## config.mk

```make
export PLATFORM = sky130hd
export DESIGN_NAME = ql_key_injector
export DESIGN_NICKNAME = d
export VERILOG_FILES = /design/src/rtl/ql_kbd_pkg.sv /design/src/rtl/key_inject_fifo.sv /design/src/rtl/ql_key_injector.sv
export SDC_FILE = /design/constraint.sdc
export NUM_CORES = 1
export LEC_CHECK = 0
export CORE_AREA = 2 2 128 130
export CTS_BUF_LIST = sky130_fd_sc_hd__clkbuf_16
export DETAILED_ROUTE_END_ITERATION = 16
export DIE_AREA = 0 0 130 132
export GPL_TIMING_DRIVEN = 0
export HOLD_SLACK_MARGIN = 0.12
export PLACE_DENSITY = 0.82
export SLEW_MARGIN = 20
export SYNTH_ARGS = -nofsm -noshare
export SYNTH_HDL_FRONTEND = slang
export SYNTH_SLANG_ARGS = --single-unit
```

## constraint.sdc

```tcl
create_clock -name clk -period 3.6 [get_ports clk]
set_input_delay 0.9 -clock clk [delete_from_list [all_inputs] [get_ports clk]]
set_output_delay 0.9 -clock clk [all_outputs]
set_load 0.005 [all_outputs]
```

## src/rtl/ql_kbd_pkg.sv

```systemverilog
// ql_kbd_pkg: shared QL keyboard matrix indices, injector state enum and request type
package ql_kbd_pkg;
  localparam int SHIFT_IDX = 56;
  localparam int CTRL_IDX = 57;
  localparam int ALT_IDX = 58;
  typedef enum logic [2:0] {IDLE, MOD, KEY, REL, GAP} inj_state_t;
  typedef struct packed {
    logic [2:0] mod;
    logic [5:0] key;
  } inj_req_t;
  function automatic logic [5:0] key_idx(input logic [2:0] row, input logic [2:0] col);
    return {row, col};
  endfunction
  function automatic logic [2:0] key_row(input logic [5:0] k);
    return k[5:3];
  endfunction
  function automatic logic [2:0] key_col(input logic [5:0] k);
    return k[2:0];
  endfunction
  function automatic logic [63:0] inj_vec(input inj_req_t r, input logic with_key);
    logic [63:0] v;
    v = '0;
    v[SHIFT_IDX] = r.mod[0];
    v[CTRL_IDX] = r.mod[1];
    v[ALT_IDX] = r.mod[2];
    v[r.key] = v[r.key] | with_key;
    return v;
  endfunction
endpackage

```

## src/rtl/key_inject_fifo.sv

```systemverilog
// key_inject_fifo: request FIFO with push/pop/flush, full/empty flags and occupancy count
module key_inject_fifo
  import ql_kbd_pkg::*;
#(
  parameter int DEPTH = 8,
  localparam int AW = $clog2(DEPTH)
) (
  input  logic          clk,
  input  logic          reset,
  input  logic          push,
  input  logic          pop,
  input  logic          flush,
  input  inj_req_t      din,
  output inj_req_t      dout,
  output logic          full,
  output logic          empty,
  output logic [AW:0]   count
);
  inj_req_t mem [DEPTH];
  logic [AW-1:0] wr, rd;
  logic do_push, do_pop;
  assign full = count == (AW+1)'(DEPTH);
  assign empty = count == '0;
  assign do_push = push && !full;
  assign do_pop = pop && !empty;
  assign dout = mem[rd];
  always_ff @(posedge clk or posedge reset) begin
    if (reset) begin
      wr <= '0;
      rd <= '0;
      count <= '0;
    end else if (flush) begin
      wr <= '0;
      rd <= '0;
      count <= '0;
    end else begin
      wr <= do_push ? wr + 1'b1 : wr;
      rd <= do_pop ? rd + 1'b1 : rd;
      count <= count + (AW+1)'(do_push) - (AW+1)'(do_pop);
    end
  end
  always_ff @(posedge clk) begin
    if (do_push && !flush) mem[wr] <= din;
  end
endmodule

```

## src/rtl/ql_key_injector.sv

```systemverilog
// ql_key_injector: queues synthetic key presses and ORs them into the live 8x8 QL matrix
// ports: req_valid/req_ready/req_key/req_mod request in, flush abort, kbd_matrix live in,
// matrix = kbd_matrix | inj_q out, busy. Option KEY_INJECT_DEFER_EN holds off popping while keys are live.
module ql_key_injector
  import ql_kbd_pkg::*;
#(
  parameter int TICK_DIV = 1024,
  parameter int MOD_TICKS = 15,
  parameter int HOLD_TICKS = 40,
  parameter int GAP_TICKS = 20,
  parameter int FIFO_DEPTH = 8
) (
  input  logic        clk,
  input  logic        reset,
  input  logic        req_valid,
  output logic        req_ready,
  input  logic [5:0]  req_key,
  input  logic [2:0]  req_mod,
  input  logic        flush,
  input  logic [63:0] kbd_matrix,
  output logic [63:0] matrix,
  output logic        busy
);
  localparam int CW = $clog2(FIFO_DEPTH) + 1;
  localparam int PW = $clog2(TICK_DIV);
  localparam int MAXT = (MOD_TICKS > HOLD_TICKS) ? ((MOD_TICKS > GAP_TICKS) ? MOD_TICKS : GAP_TICKS)
                                                 : ((HOLD_TICKS > GAP_TICKS) ? HOLD_TICKS : GAP_TICKS);
  localparam int TW = $clog2(MAXT + 1);
  inj_state_t state;
  inj_req_t cur, head;
  logic [63:0] inj_q;
  logic [PW-1:0] pre;
  logic [TW-1:0] ticks, target;
  logic [CW-1:0] count;
  logic full, empty, pop, defer, tick, done;
`ifdef KEY_INJECT_DEFER_EN
  assign defer = |kbd_matrix;
`else
  assign defer = 1'b0;
`endif
  assign req_ready = !full && !flush;
  assign busy = state != IDLE || count != '0;
  assign matrix = kbd_matrix | inj_q;
  always_comb begin
    tick = pre == PW'(TICK_DIV - 1);
    target = state == MOD ? TW'(MOD_TICKS - 1) : state == KEY ? TW'(HOLD_TICKS - 1) : TW'(GAP_TICKS - 1);
    done = tick && ticks == target;
    pop = state == IDLE && !empty && !flush && !defer;
  end
  key_inject_fifo #(.DEPTH(FIFO_DEPTH)) u_fifo (
    .clk(clk),
    .reset(reset),
    .push(req_valid && req_ready),
    .pop(pop),
    .flush(flush),
    .din({req_mod, req_key}),
    .dout(head),
    .full(full),
    .empty(empty),
    .count(count)
  );
  // inj_q follows the state of the previous cycle, so a popped request shows two edges after its push
  always_ff @(posedge clk or posedge reset) begin
    if (reset) begin
      state <= IDLE;
      cur <= '0;
      inj_q <= '0;
      pre <= '0;
      ticks <= '0;
    end else begin
      inj_q <= (flush || !(state == MOD || state == KEY)) ? '0 : inj_vec(cur, state == KEY);
      pre <= tick ? '0 : pre + 1'b1;
      ticks <= tick ? ticks + 1'b1 : ticks;
      case (state)
        IDLE: if (pop) begin
          cur <= head;
          state <= head.mod != '0 ? MOD : KEY;
          pre <= '0;
          ticks <= '0;
        end
        MOD: if (flush || done) begin
          state <= flush ? GAP : KEY;
          pre <= '0;
          ticks <= '0;
        end
        KEY: if (flush || done) begin
          state <= flush ? GAP : REL;
          pre <= '0;
          ticks <= '0;
        end
        REL: begin
          state <= GAP;
          pre <= '0;
          ticks <= '0;
        end
        GAP: if (done) begin
          state <= IDLE;
          pre <= '0;
          ticks <= '0;
        end
        default: state <= IDLE;
      endcase
    end
  end
endmodule

```

==> metrics.md <==
| Metric | Value |
|---|---|
| Sw Share | 0.2897 |
| Bufs on Longest Clock Path | 2 |
| Met2 wire len | 8615 microns |
| H-Tree Depth | 4 |
| Root Driver | clkbuf_16 |
| Fin. max-slew vios | 0 |
| Syn Nets | 655 |
| P_int | 3.969 mW |
| Final Hold Viols | 0 |
| Via density | 5.139 |
| Post-synth EDFFs | 72 |
| GRT Total Usage | 0.1974 |
| Ports | 143 |
| CP Capture Type | output port |
| Final setup viols | 0 |
| Fin nets | 819 |
| TritonCTS clock tree | yes |
| P_leak | 3.906 nW |
| Routed vias | 4,933 |
| Final Cell Area | 0.009671 sq mm |
| Status | completed |
| DRT Wirelength | 16,390 microns |
| Crit-path max FO | 10 |
| Metal3 WL | 1093 microns |
| Pre-antenna DRT Iters | 4 |
| Row Count | 46 |
| Chip Width | 130 microns |
| DRT antenna net count | 0 |
| VDD IR max | 348.1 uV |
| WHS | 0.4938 ns |
| WS Path Type | input port to output port |
| Seq/Total Area, Yosys | 0.6456 |
| Hold Buf Count CTS | 0 |
| GPL Wtd Cong | 0.7859 |
| Crit path time final | 3.194 ns |
| Req. time, crit path | 2.70 ns |
| Hold Path Class | flop to flop |
| Die height | 132 microns |
| Final Cycle Share | 0.8873 |
| Num CTS Buffers | 17 |
| Top layer used by detailed routing | met4 |
| Post-DP HPWL | 12,050 microns |
| Seq cells post-synth | 174 |
| Initial antenna violation count | 0 |
| First DRT Iteration DRCs | 221 |
| Area delta synth->final | 32.44% |
| WL/cell | 17.07 microns |
| Layout cells sized above 1 | 0.1895 |
| Worst slew pin tran | 1.022 ns |
| Placed cell area | 0.009051 sq mm |
| Synth Cell Area | 0.007302 sq mm |
| Clock transition at the registers of the reported paths | 0.07 ns |
| Async set-reset flop share out of synthesis | 0.5862 |
| Setup Skew | 0.006420 ns |
| Logic gate share of total power | 0.240 |
| Pwr/cell area | 577.7 mW/mm^2 |
| Switching power | 1.618 mW |
| Syn. warnings | 0 |
| Number of diodes | 0 |
| Global-route wire length before repair | 25,720 microns |
| Grt total ovfl | 0 |
| Unrepaired setup endpoints after global routing | false |
| Post-CTS Setup Bufs | 0 |
| Die area | 0.01716 sq mm |
| MaxCap Viol Count | 0 |
| Core area | 0.01571 sq mm |
| Crit path DAT | 2.29 ns |
| Syn Area/Cell | 12.88 sq um |
| Syn Inst Count | 567 |
| DRC viols | 0 |
| CTS sink count | 174 |
| Pin count of the biggest net entering global routing | 64 |
| Setup TNS | 0 ns |
| Post-CTS Resized | 0 |
| Dominant synthesized flop cell | dfrtp_1 |
| Clock power share | 0.342 |
| Initial Utilization | 0.4647 |
| Seq pwr share | 0.418 |
| Port buffer count | 142 |
| Relative slew slack | 0.3165 |
| Vias in the first global route | 5,069 |
| Post-Route M1 WL | 6385 microns |
| Clock latency on the worst-skew pair | 0.43 ns |
| Worst setup SP type | input port |
| Highest clock rate | 313.1 MHz |
| Distinct cells, synth | 53 |
[layout by cell type, fill, tap and decap left out, drive strengths merged, types with 3 or more instances in the layout]
cell type      Yosys  final
edfxtp            72     72
mux2i             13     13
xnor2              7      7
and4               3      3
nand3             17     17
clkdlybuf4s50      0    142
dfrtp            102    102
nand2b             4      4
mux4              18     18
or4                3      3
inv               13     22
clkbuf            13     32
nor2b              7      7
nand2             33     33
nor3b              5      5
xor2              12     12
or3                3      3
nor3               6      6
o21ai             13     13
nand4              4      4
nor2              99     99
ha                10     10
buf                6      9
a21oi             10     10
or2               67     67
[path summary, 6_finish.rpt]
kind                       cells after the start             from              end  slack (ns)
setup reg to reg                              12  u_fifo.count[2]  u_fifo.count[2]        0.58
hold reg to reg                                1           pre[0]           pre[0]        0.49
hold / removal                                 1           pre[0]           pre[0]        0.49
min in group asynchronous                      2            reset        inj_q[37]        0.85
setup / recovery                               4            flush        req_ready        0.41
max in group asynchronous                      3            reset        inj_q[19]        2.15
[cell usage after synthesis (2+ instances only)]
library cell | number | area [sq um]
a21o_1 | 2 | 15.01
a21oi_1 | 9 | 45.04
and3_1 | 2 | 12.51
and4_1 | 2 | 17.52
buf_2 | 2 | 10.01
buf_6 | 3 | 33.78
clkbuf_1 | 12 | 45.04
dfrtp_1 | 102 | 2552
edfxtp_1 | 72 | 2162
ha_1 | 10 | 125.1
inv_1 | 13 | 48.80
mux2i_1 | 13 | 130.1
mux4_2 | 18 | 405.4
nand2_1 | 33 | 123.9
nand2b_1 | 4 | 25.02
nand3_1 | 17 | 85.08
nand4_1 | 4 | 25.02
nor2_1 | 99 | 371.6
nor2b_1 | 7 | 43.79
nor3_1 | 6 | 30.03
nor3b_1 | 4 | 30.03
nor4_1 | 2 | 12.51
o21a_1 | 2 | 15.01
o21ai_0 | 13 | 65.06
o21bai_1 | 2 | 15.01
or2_2 | 67 | 419.2
or3_1 | 2 | 12.51
or4_1 | 3 | 22.52
xnor2_1 | 7 | 61.31
xor2_1 | 12 | 105.1
[worst max-delay path, cell delays in order]
cell and delay (ns):
clkdlybuf4s50_1 0.49, buf_6 0.18, a21oi_1 0.18, clkdlybuf4s50_1 0.54
[cell type report]
cell class | count | area, sq um
timing repair buffer | 145 | 1464
buffer | 19 | 106.4
clock buffer | 19 | 475.5
sequential | 174 | 4715
tap | 216 | 270.3
fill | 1180 | 6042
inverter | 13 | 53.80
clock inverter | 13 | 143.9
multi-input combinational | 361 | 2442
[registers in the layout, indices dropped and copies added (netlist names)]
signal / count
u_fifo.rd: 3
pre: 10
u_fifo.mem: 72
state: 3
ticks: 6
inj_q: 64
u_fifo.count: 4
cur: 9
u_fifo.wr: 3
[routing by layer]
metal	vias to the layer above	track usage
li1	2289	-
met1	2434	0.2272
met2	187	0.3517
met3	23	0.04992
met4	0	0.07348
met5	-	0
[stage by stage]
step	utilization	std cells	total power, mW	worst slack (ns)
floorplan	-	567	3.243	0.02452
global placement	0.5724	925	3.630	-1.191
detailed placement	0.5760	928	3.710	0.1670
CTS	0.6155	960	5.603	0.3708
global route	0.6155	960	5.858	0.2940
finish	0.6155	960	5.587	0.4059
[logic make-up after synthesis]
| group | share of synthesized area |
|---|---|
| flops | 0.6456 |
| simple gates | 0.1820 |
| mux | 0.07334 |
| buf+inv | 0.02125 |
| fa+ha+maj | 0.01988 |
| xor+xnor | 0.02279 |
| compound gates | 0.03512 |
[power groups by stage]
stage | clock network [mW] | registers, mW | logic, mW
floorplan | 0 | 2.33 | 0.910
global placement | 0 | 2.35 | 1.28
detailed placement | 0 | 2.37 | 1.34
CTS | 1.92 | 2.33 | 1.35
global route | 2.01 | 2.35 | 1.50
finish | 1.91 | 2.33 | 1.34
Power figures use the tool's default switching activity.
